`src/rtl/ex_stage_mdu_pkg.sv`:
```
// Shared encodings and helpers for the iterative RV64 M-extension unit.
`timescale 1ns/1ps
package ex_stage_mdu_pkg;

    localparam int unsigned MduOpW = 3;

    typedef enum logic [MduOpW-1:0] {
        OpMul    = 3'd0,
        OpMulh   = 3'd1,
        OpMulhsu = 3'd2,
        OpMulhu  = 3'd3,
        OpDiv    = 3'd4,
        OpDivu   = 3'd5,
        OpRem    = 3'd6,
        OpRemu   = 3'd7
    } mdu_op_e;

    typedef enum logic [1:0] {StIdle, StCalc, StFix, StDone} mdu_state_e;

    function automatic logic [63:0] sext32(input logic [31:0] x);
        return {{32{x[31]}}, x};
    endfunction

    // Magnitude at operating width; word results are zero-extended.
    function automatic logic [63:0] abs_w(input logic [63:0] x, input logic neg,
                                          input logic word);
        logic [63:0] t;
        t = neg ? (~x + 64'd1) : x;
        return word ? {32'b0, t[31:0]} : t;
    endfunction

endpackage

```
`src/rtl/ex_stage_mdu_iter.sv`:
```
// Radix-2 datapath: shift-add multiply, restoring divide (divide only with MDU_DIV_EN).
`timescale 1ns/1ps
module ex_stage_mdu_iter
    import ex_stage_mdu_pkg::*;
(
    input  logic         clk,
    input  logic         rst,
    input  logic         load,
    input  logic         step,
    input  logic         load_div,
    input  logic         load_word,
    input  logic [63:0]  mag_a,
    input  logic [63:0]  mag_b,
    output logic [127:0] acc
);

    logic [63:0]  a_q, a_d, sh_q, sh_d, hi_q, hi_d, lo_q, lo_d;
    logic [127:0] mul_nxt;

    // MSB-first: multiplier bits leave the top of sh_q.
    assign mul_nxt = ({hi_q, lo_q} << 1) + {64'b0, (sh_q[63] ? a_q : 64'b0)};

`ifdef MDU_DIV_EN
    logic        div_q, div_d;
    logic [64:0] part, diff;
    assign part = {hi_q, lo_q[63]};
    assign diff = part - {1'b0, a_q};
`endif

    always_comb begin
        a_d  = a_q;
        sh_d = sh_q;
        hi_d = hi_q;
        lo_d = lo_q;
`ifdef MDU_DIV_EN
        div_d = load ? load_div : div_q;
`endif
        if (load) begin
            hi_d = '0;
            lo_d = '0;
            a_d  = mag_a;
            sh_d = load_word ? {mag_b[31:0], 32'b0} : mag_b;
            if (load_div) begin
`ifdef MDU_DIV_EN
                a_d  = mag_b;
                sh_d = '0;
                lo_d = load_word ? {mag_a[31:0], 32'b0} : mag_a;
`else
                a_d  = '0;
                sh_d = '0;
`endif
            end
        end else if (step) begin
`ifdef MDU_DIV_EN
            if (div_q) begin
                hi_d = diff[64] ? part[63:0] : diff[63:0];
                lo_d = {lo_q[62:0], ~diff[64]};
            end else
`endif
            begin
                {hi_d, lo_d} = mul_nxt;
                sh_d         = {sh_q[62:0], 1'b0};
            end
        end
    end

    always_ff @(posedge clk) begin
        if (!rst) begin
            a_q  <= '0;
            sh_q <= '0;
            hi_q <= '0;
            lo_q <= '0;
`ifdef MDU_DIV_EN
            div_q <= 1'b0;
`endif
        end else begin
            a_q  <= a_d;
            sh_q <= sh_d;
            hi_q <= hi_d;
            lo_q <= lo_d;
`ifdef MDU_DIV_EN
            div_q <= div_d;
`endif
        end
    end

    assign acc = {hi_q, lo_q};

endmodule

```
`src/rtl/ex_stage_mdu.sv`:
```
// Multi-cycle RV64 M-extension unit: FSM, special cases, sign fix-up.
// Divide/remainder path is built only when MDU_DIV_EN is defined.
`timescale 1ns/1ps
module ex_stage_mdu
    import ex_stage_mdu_pkg::*;
(
    input  logic        clk,
    input  logic        rst,
    input  logic        start,
    input  logic [2:0]  mdu_op,
    input  logic        is_word_opt,
    input  logic [63:0] op1,
    input  logic [63:0] op2,
    input  logic        flush,
    output logic        ready,
    output logic        stall_req,
    output logic        done,
    output logic [63:0] result
);

    mdu_state_e   state_q, state_d;
    logic [6:0]   cnt_q, cnt_d;
    mdu_op_e      op_q, op_in;
    logic         word_q, sa_q, sb_q;
    logic [63:0]  result_q, fix_val, mag_a, mag_b;
    logic [127:0] acc, prod_fix;
    logic         accept, in_div, in_word, sa_signed, sb_signed, in_sa, in_sb, in_byp;

`ifdef MDU_DIV_EN
    logic [63:0] op1_q, dvd, q_fix, r_fix, div_res;
    logic        byp_q, div0_q, in_div0, in_ovf;
`endif

    assign ready     = (state_q == StIdle);
    assign done      = (state_q == StDone);
    assign stall_req = (state_q == StCalc) || (state_q == StFix) || (start && ready);
    assign accept    = start && ready && !flush;
    assign result    = result_q;

    always_comb begin
        op_in     = mdu_op_e'(mdu_op);
        in_div    = mdu_op[2];
        in_word   = is_word_opt && !(op_in inside {OpMulh, OpMulhsu, OpMulhu});
        sa_signed = op_in inside {OpMulh, OpMulhsu, OpDiv, OpRem};
        sb_signed = op_in inside {OpMulh, OpDiv, OpRem};
        in_sa     = sa_signed && (in_word ? op1[31] : op1[63]);
        in_sb     = sb_signed && (in_word ? op2[31] : op2[63]);
        mag_a     = abs_w(op1, in_sa, in_word);
        mag_b     = abs_w(op2, in_sb, in_word);
`ifdef MDU_DIV_EN
        in_div0 = in_word ? (op2[31:0] == 32'd0) : (op2 == 64'd0);
        in_ovf  = sa_signed && (in_word ?
                  (op1[31:0] == 32'h8000_0000 && op2[31:0] == 32'hFFFF_FFFF) :
                  (op1 == 64'h8000_0000_0000_0000 && op2 == 64'hFFFF_FFFF_FFFF_FFFF));
        in_byp  = in_div && (in_div0 || in_ovf);
`else
        // Without a divider every divide/remainder resolves straight to zero.
        in_byp = in_div;
`endif
    end

    ex_stage_mdu_iter u_iter (
        .clk       (clk),
        .rst       (rst),
        .load      (accept),
        .step      (state_q == StCalc),
        .load_div  (in_div),
        .load_word (in_word),
        .mag_a     (mag_a),
        .mag_b     (mag_b),
        .acc       (acc)
    );

    always_comb begin
        state_d = state_q;
        cnt_d   = cnt_q;
        unique case (state_q)
            StIdle: begin
                if (accept) begin
                    state_d = in_byp ? StFix : StCalc;
                    cnt_d   = '0;
                end
            end
            StCalc: begin
                cnt_d = cnt_q + 7'd1;
                if (cnt_q == (word_q ? 7'd31 : 7'd63)) state_d = StFix;
            end
            StFix:   state_d = StDone;
            StDone:  state_d = StIdle;
            default: state_d = StIdle;
        endcase
        if (flush) state_d = StIdle;
    end

    always_comb begin
        prod_fix = (sa_q ^ sb_q) ? (~acc + 128'd1) : acc;
        fix_val  = '0;
`ifdef MDU_DIV_EN
        dvd     = word_q ? sext32(op1_q[31:0]) : op1_q;
        q_fix   = (sa_q ^ sb_q) ? (~acc[63:0] + 64'd1) : acc[63:0];
        r_fix   = sa_q ? (~acc[127:64] + 64'd1) : acc[127:64];
        div_res = '0;
`endif
        unique case (op_q)
            OpMul:                     fix_val = word_q ? sext32(acc[31:0]) : acc[63:0];
            OpMulh, OpMulhsu, OpMulhu: fix_val = prod_fix[127:64];
            default: begin
`ifdef MDU_DIV_EN
                if (byp_q) begin
                    if (div0_q) div_res = op_q[1] ? dvd : 64'hFFFF_FFFF_FFFF_FFFF;
                    else        div_res = op_q[1] ? 64'd0 : dvd;
                end else begin
                    div_res = op_q[1] ? r_fix : q_fix;
                end
                fix_val = word_q ? sext32(div_res[31:0]) : div_res;
`endif
            end
        endcase
    end

    always_ff @(posedge clk) begin
        if (!rst) begin
            state_q  <= StIdle;
            cnt_q    <= '0;
            op_q     <= OpMul;
            word_q   <= 1'b0;
            sa_q     <= 1'b0;
            sb_q     <= 1'b0;
            result_q <= '0;
`ifdef MDU_DIV_EN
            op1_q  <= '0;
            byp_q  <= 1'b0;
            div0_q <= 1'b0;
`endif
        end else begin
            state_q <= state_d;
            cnt_q   <= cnt_d;
            if (accept) begin
                op_q   <= op_in;
                word_q <= in_word;
                sa_q   <= in_sa;
                sb_q   <= in_sb;
`ifdef MDU_DIV_EN
                op1_q  <= op1;
                byp_q  <= in_byp;
                div0_q <= in_div0;
`endif
            end
            if (state_q == StFix && !flush) result_q <= fix_val;
        end
    end

endmodule
```
`config.mk`:
```
export PLATFORM = sky130hd
export DESIGN_NAME = ex_stage_mdu
export DESIGN_NICKNAME = d
export VERILOG_FILES = /design/src/rtl/ex_stage_mdu_pkg.sv /design/src/rtl/ex_stage_mdu_iter.sv /design/src/rtl/ex_stage_mdu.sv
export SDC_FILE = /design/constraint.sdc
export NUM_CORES = 1
export LEC_CHECK = 0
export CORE_MARGIN = 8
export CORE_UTILIZATION = 39
export DETAILED_ROUTE_END_ITERATION = 16
export GPL_TIMING_DRIVEN = 0
export SYNTH_ARGS = -nofsm -noshare
export SYNTH_HDL_FRONTEND = slang
export SYNTH_SLANG_ARGS = --single-unit
```
`constraint.sdc`:
```
create_clock -name clk -period 3.98 [get_ports clk]
set_input_delay 0.796 -clock clk [delete_from_list [all_inputs] [get_ports clk]]
set_output_delay 0.796 -clock clk [all_outputs]
set_load 0.005 [all_outputs]
```
* Word-level counts from Yosys, hierarchy flattened *
Cells that the tools add are included.

word-level totals
  output and inout bits = 67
  logic and storage cells = 79
  register bits = 335
  input port bits = 136

cells by class
  $add $sub $neg = 5
  muxes and demuxes = 22
  reductions and logical operators = 22
  bitwise operators = 5
  eq/ne operators = 14

operators with widths
  operator                   number
  $mux W64                   11
  $add A128 B1 Y128 const B  1
  $add A128 B64 Y128         1
  $add A64 B1 Y64 const B    2
  $mux W128                  1
  $not A128 Y128             1
  $not A64 Y64               2
  $pmux W64 S2               1
  $pmux W7 S2                1
  $eq A3 B2 Y1 const B       4
  $pmux W2 S4                1
  $add A7 B1 Y7 const B      1
  $eq A7 B6 Y1               1
  $mux W7                    1
  $eq A3 B1 Y1 const B       2
  $eq A3 B3 Y1 const B       2
  $logic_and A1 B1 Y1        6
  $mux W2                    3
  $mux W6                    1
  $reduce_bool A3 Y1         2
  $eq A2 B2 Y1 const B       2
  $reduce_and A2 Y1          2
  $reduce_bool A2 Y1         2
  $reduce_bool A4 Y1         1
  other kinds (12)           16

* Longest topological paths before layout *
  word-level depth = 11
  mapped depth = 16
  depth with buffers taken out = 14

* Modules after synthesis *
A second synthesis with hierarchy kept.

second synthesis, totals
  cells, all modules = 3,050
  area, all modules = 23,294.8 sq um

modules (own cells, without submodules)
  module             seq. area each (sq um)  area each (sq um)  times used  cells each
  ex_stage_mdu_iter  5,124.9                 15,138.3           1           1,871
  ex_stage_mdu       1,581.5                 8,156.6            1           1,179

* Least setup slack after synthesis *
Ideal clock, no wire load.

  kind = reg2reg
  start = register u_iter.sh_q[63]
  end = register u_iter.hi_q[63]
  stages on the path, launching flop included = 16
  period minus slack after synthesis = 3.545 ns
  data required time = 3.906 ns
  slack = 0.435 ns
  setup time = 0.074 ns
  buffers on the path = 1
  arrival = 3.471 ns
  cell sequence = dfxtp_1 clkbuf_1 and2_1 ha_1 inv_1 fa_1 nand2b_1 a21o_1 a211oi_1 o31a_1 o21ai_1 a211o_1 a21boi_1 nor2_1 or4_1 a31oi_1

between the ends
  word-level cells in the longest chain between the ends = 2

RTL lines
  what                    RTL line                 RTL
  start, declared         ex_stage_mdu_iter.sv:17  logic [63:0] a_q, a_d, sh_q, sh_d, hi_q, hi_d, lo_q, lo_d;
  start signal, assigned  ex_stage_mdu_iter.sv:70  sh_q <= '0;
  start signal, assigned  ex_stage_mdu_iter.sv:78  sh_q <= sh_d;
  $mux W64                ex_stage_mdu_iter.sv:21  assign mul_nxt = ({hi_q, lo_q} << 1) + {64'b0, (sh_q[63] ? a_q : 64'b0)};
  $add A128 B64 Y128      ex_stage_mdu_iter.sv:21
  end signal, assigned    ex_stage_mdu_iter.sv:79  hi_q <= hi_d;
  end, declared           ex_stage_mdu_iter.sv:17

Every way passes these cells.
A chain may end at the register's enable or synchronous reset.

* Final worst setup path *
  start = register u_iter.lo_q[0]
  end = register u_iter.hi_q[63]

between the ends
  word-level cells in the longest chain between the ends = 1

RTL lines
  what                    RTL line                 RTL
  start, declared         ex_stage_mdu_iter.sv:17
  start signal, assigned  ex_stage_mdu_iter.sv:80  lo_q <= lo_d;
  $add A128 B64 Y128      ex_stage_mdu_iter.sv:21

Every way passes these cells.

==> run summary <==
## Status
- completed — outcome

## Timing
- 0 — final slew viol count
- 0 — Hold Fails Final Rpt
- 1.12 ns — worst-margin pin slew
- true — unrepaired setup endpoints after global routing
- 0 — Final Setup Violations
- 25.5% — headroom to the max-slew limit
- 97.6% — share of the clock period used by the worst path after layout
- 3.88 ns — post-route minimum period
- 257 MHz — fmax
- 0.0499 ns — setup clock skew after layout

## Clock network
- 40 — number of buffers inserted during clock tree synthesis
- sky130_fd_sc_hd__clkbuf_16 — Clock Root Buffer
- 3 — maximum buffer depth of the clock tree
- 0.06 ns — Clock Pin Slew Worst Setup and Hold Paths
- 0.61 ns — clock latency on the worst-skew pair
- 335 — TritonCTS Sinks
- built — CTS tree
- 2 — H-Tree Level Count

## Worst setup path
- ha_2, inv_1, fa_2, nand2b_4, a21o_1, a211oi_2, o31a_1, buf_4, o21ai_4, a211o_4, a21boi_4, nor2_1, or4_1, a31oi_1 — worst path cell trace
- 0.58 ns — Slowest Stage Delay on Critical Path
- 4.38 ns — Critical Path AT
- reg -> reg — Setup CP Type
- sky130_fd_sc_hd__dfxtp_1 — cell with the largest stage delay on the worst path
- flop — Critical Path Source Type
- 2 — number of buffer and inverter stages on the critical path
- compound AO/OA/AOI/OAI gates — Top delay family on crit path
- 4.47 ns — required time of the critical path
- flop — CP Capture Type
- 4 — crit path max fanout

## Yosys
- compound AO/OA/AOI/OAI gates — dominant combinational cell family by area after synthesis
- 29.9% — Synth top area share
- 3192 — synthesized net count
- 7.53 um2 — Post-Synthesis Mean Instance Area
- 335 — Synth Register Bits
- 2985 — cells after synthesis
- 29.9% — sequential-to-total area share from yosys stat
- sky130_fd_sc_hd__dfxtp_1 — ys flop type
- sky130_fd_sc_hd__o21ai_0, sky130_fd_sc_hd__nand2_1, sky130_fd_sc_hd__dfxtp_1, sky130_fd_sc_hd__nor2_1, sky130_fd_sc_hd__clkbuf_1 — leading cell types by count after synthesis
- 77 — number of distinct standard cells referenced by the synthesized netlist
- 3.99% — area share of fa/ha/maj cells after synthesis
- 22500 um2 — Cell Area, Synth
- 0% — Async SR Flop Fraction
- sky130_fd_sc_hd__dfxtp_1 — top cell type by total area after synthesis
- 0 — number of enable flip-flop cells after synthesis
- 24.5% — compound-cell area share of the yosys netlist
- sky130_fd_sc_hd__dfxtp_1, sky130_fd_sc_hd__o21ai_0, sky130_fd_sc_hd__xnor2_1 — main area contributors after synthesis
- 0 — number of warnings reported in the yosys synthesis log
- 22.3% — area share of and/or/nand/nor cells after synthesis
- 2.68% — mux cell area share after synthesis
- sky130_fd_sc_hd__o21ai_0 — most frequently used cell type in the post-synthesis netlist
- 12.1% — area share of xor/xnor cells in the synthesized design

## Floorplan
- 39.2% — Initial Utilization
- 256 um — Chip Height
- 65500 um2 — die area
- 57400 um2 — Core Box Area
- 203 — Top Ports
- 256 um — width of the die
- 88 — Row Count

## GRT
- 0 — Overflow after GRT
- 22.9k — number of global-route vias before repair
- 14 — largest net degree at the start of global routing
- 139000 um — wire length of the first global-routing pass
- 26.8% — Total Routing Usage GR
- 0 — antenna violations before repair

## Placement
- 202 — number of port buffers
- 75100 um — half-perimeter wire length after placement
- 25400 um2 — post-detailed-placement cell area
- 0.946 — last weighted congestion value of the routability-driven placer

## Routing
- 0 — number of design rule violations left after detail routing
- 2299 — DR iter-0 viols
- 23.3 um — routed len/inst
- 5 — DR pass1 iterations
- 93800 um — Routed WL
- 5.96 — Avg Vias per Cell
- 0 — remaining antenna violation count
- 24.0k — via count

## Run
- 0 — Max-Cap Viols

## Pwr
- 6.16 mW — internal power consumption
- 308 uV — highest ir drop seen on vdd
- 2.50 mW — switching component of the power
- 8.66 mW — Power Total
- 316 nW/um2 — total power divided by cell area
- 44.2% — relative contribution of the clock network to total power
- 28.9% — sw frac
- 15.3% — share of total power in combinational logic
- 40.6% — portion of total power attributed to sequential cells
- 10.1 nW — leakage power figure

## Hold path
- reg -> reg — worst min-delay path category

## Final layout
- 27400 um2 — cell area after layout
- 47.8% — fraction of the core area covered by cells at the end of the flow
- 0 — number of diodes
- 5.51% — ratio of cells with drive above 1 in the final layout
- 3446 — total number of nets in the final design
- 22.0% — Area growth, synth to finish

## state kept, by name (all words and copies together) (netlist names)
signal,cells
u_iter.sh_q,64
u_iter.hi_q,64
u_iter.lo_q,64
word_q,1
result,64
u_iter.a_q,64
state_q,2
cnt_q,7
op_q,3
sa_q,1
sb_q,1
## cell usage in the layout (no fill, tap or decap), types with 8 or more instances in the layout
cell type,instances
sky130_fd_sc_hd__o211ai_1,17
sky130_fd_sc_hd__a31oi_1,29
sky130_fd_sc_hd__a21oi_1,197
sky130_fd_sc_hd__dfxtp_1,334
sky130_fd_sc_hd__nand3_1,56
sky130_fd_sc_hd__or4_1,21
sky130_fd_sc_hd__o31ai_1,36
sky130_fd_sc_hd__xnor2_1,166
sky130_fd_sc_hd__o221ai_1,32
sky130_fd_sc_hd__o21ai_0,377
sky130_fd_sc_hd__nor3b_1,8
sky130_fd_sc_hd__a22oi_1,20
sky130_fd_sc_hd__nor3_1,68
sky130_fd_sc_hd__xor2_1,144
sky130_fd_sc_hd__clkbuf_1,190
sky130_fd_sc_hd__o41ai_1,10
sky130_fd_sc_hd__buf_4,22
sky130_fd_sc_hd__ha_1,68
sky130_fd_sc_hd__clkdlybuf4s50_1,202
sky130_fd_sc_hd__a21o_1,44
sky130_fd_sc_hd__nand2b_1,10
sky130_fd_sc_hd__clkbuf_8,8
sky130_fd_sc_hd__inv_1,43
sky130_fd_sc_hd__nand2_1,337
sky130_fd_sc_hd__nor4_1,40
sky130_fd_sc_hd__and3_1,29
sky130_fd_sc_hd__clkbuf_16,40
sky130_fd_sc_hd__or3_1,30
sky130_fd_sc_hd__mux2i_1,58
sky130_fd_sc_hd__buf_1,11
sky130_fd_sc_hd__nor2b_1,9
sky130_fd_sc_hd__or2_2,10
sky130_fd_sc_hd__nand4_1,49
sky130_fd_sc_hd__nor2_1,243
sky130_fd_sc_hd__o211a_1,32
sky130_fd_sc_hd__a221oi_1,14
sky130_fd_sc_hd__o21bai_1,9
sky130_fd_sc_hd__and2_1,77
## cell type report
type / count / area (um2)
Timing Repair Buffer: 223 / 2210
Fill cell: 5720 / 30000
Tap cell: 765 / 957
Clock inverter: 14 / 220
Buffer: 212 / 865
Multi-Input combinational cell: 2384 / 15100
Clock buffer: 57 / 1140
Inverter: 43 / 161
Sequential cell: 335 / 6710
## worst register-to-register path, cell delays in order, from the launching register on
cell                       delay [ns]
sky130_fd_sc_hd__dfxtp_1         0.58
sky130_fd_sc_hd__ha_2            0.30
sky130_fd_sc_hd__inv_1           0.07
sky130_fd_sc_hd__fa_2            0.35
sky130_fd_sc_hd__nand2b_4        0.15
sky130_fd_sc_hd__a21o_1          0.19
sky130_fd_sc_hd__a211oi_2        0.28
sky130_fd_sc_hd__o31a_1          0.17
sky130_fd_sc_hd__buf_4           0.14
sky130_fd_sc_hd__o21ai_4         0.09
sky130_fd_sc_hd__a211o_4         0.37
sky130_fd_sc_hd__a21boi_4        0.28
sky130_fd_sc_hd__nor2_1          0.09
sky130_fd_sc_hd__or4_1           0.53
sky130_fd_sc_hd__a31oi_1         0.19
## power groups by stage
stage | clock, mW | combinational (mW) | sequential (mW)
after global routing | 3.99 | 1.41 | 3.52
final | 3.83 | 1.32 | 3.52
after detailed placement | 0 | 1.28 | 3.59
after global placement | 0 | 1.26 | 3.58
after CTS | 3.85 | 1.28 | 3.51
after floorplan | 0 | 0.719 | 3.56
## logic make-up after synthesis
| logic type | after synthesis |
|---|---|
| XOR/XNOR | 310 |
| flip-flops | 335 |
| multiplexers | 60 |
| buffers and inverters | 266 |
| AO/OA/AOI/OAI | 905 |
| adder cells (fa/ha/maj) | 71 |
| AND/OR/NAND/NOR | 1038 |
## per-stage QoR
stage | hold WS (ns) | setup WS [ns] | std cells | TNS [ns]
after floorplan | 0.417 | 0.435 | 2985 | 0
after global placement | 0.433 | -1.57 | 3952 | -82.63
after detailed placement | 0.440 | -1.56 | 3952 | -87.07
after CTS | 0.454 | 0.0289 | 4025 | 0
after global routing | 0.467 | -0.0212 | 4033 | -0.0620
final | 0.445 | 0.0955 | 4033 | 0
## metal layers
metal	wire length, um	GRT usage [%]	part of all wire (%)	vias to the layer above
met1	40800	35.8	44	11600
met4	3590	10.4	3.8	0
met3	7330	4.34	7.8	185
li1	-	-	-	11200
met2	42100	43.1	45	1063
met5	0	0	0	-
## what timing repair did
| action | 4_1_cts | 5_1_grt |
|---|---|---|
| gates resized for setup | 56 | 56 |
| hold buffers | 0 | 0 |
| buffers inserted | 9 | 12 |
| setup endpoints to repair | 95 | 77 |
| pin swaps | 8 | 23 |
## worst paths after layout
path / start / slack, ns / to / depth (start not counted)
max: u_iter.lo_q[0] / 0.1 / u_iter.hi_q[63] / 14
min: u_iter.a_q[51] / 0.44 / u_iter.a_q[51] / 2
max reg2reg: u_iter.lo_q[0] / 0.1 / u_iter.hi_q[63] / 14
min reg2reg: u_iter.a_q[51] / 0.44 / u_iter.a_q[51] / 2
Note: power is estimated with default switching activity, not from simulation.
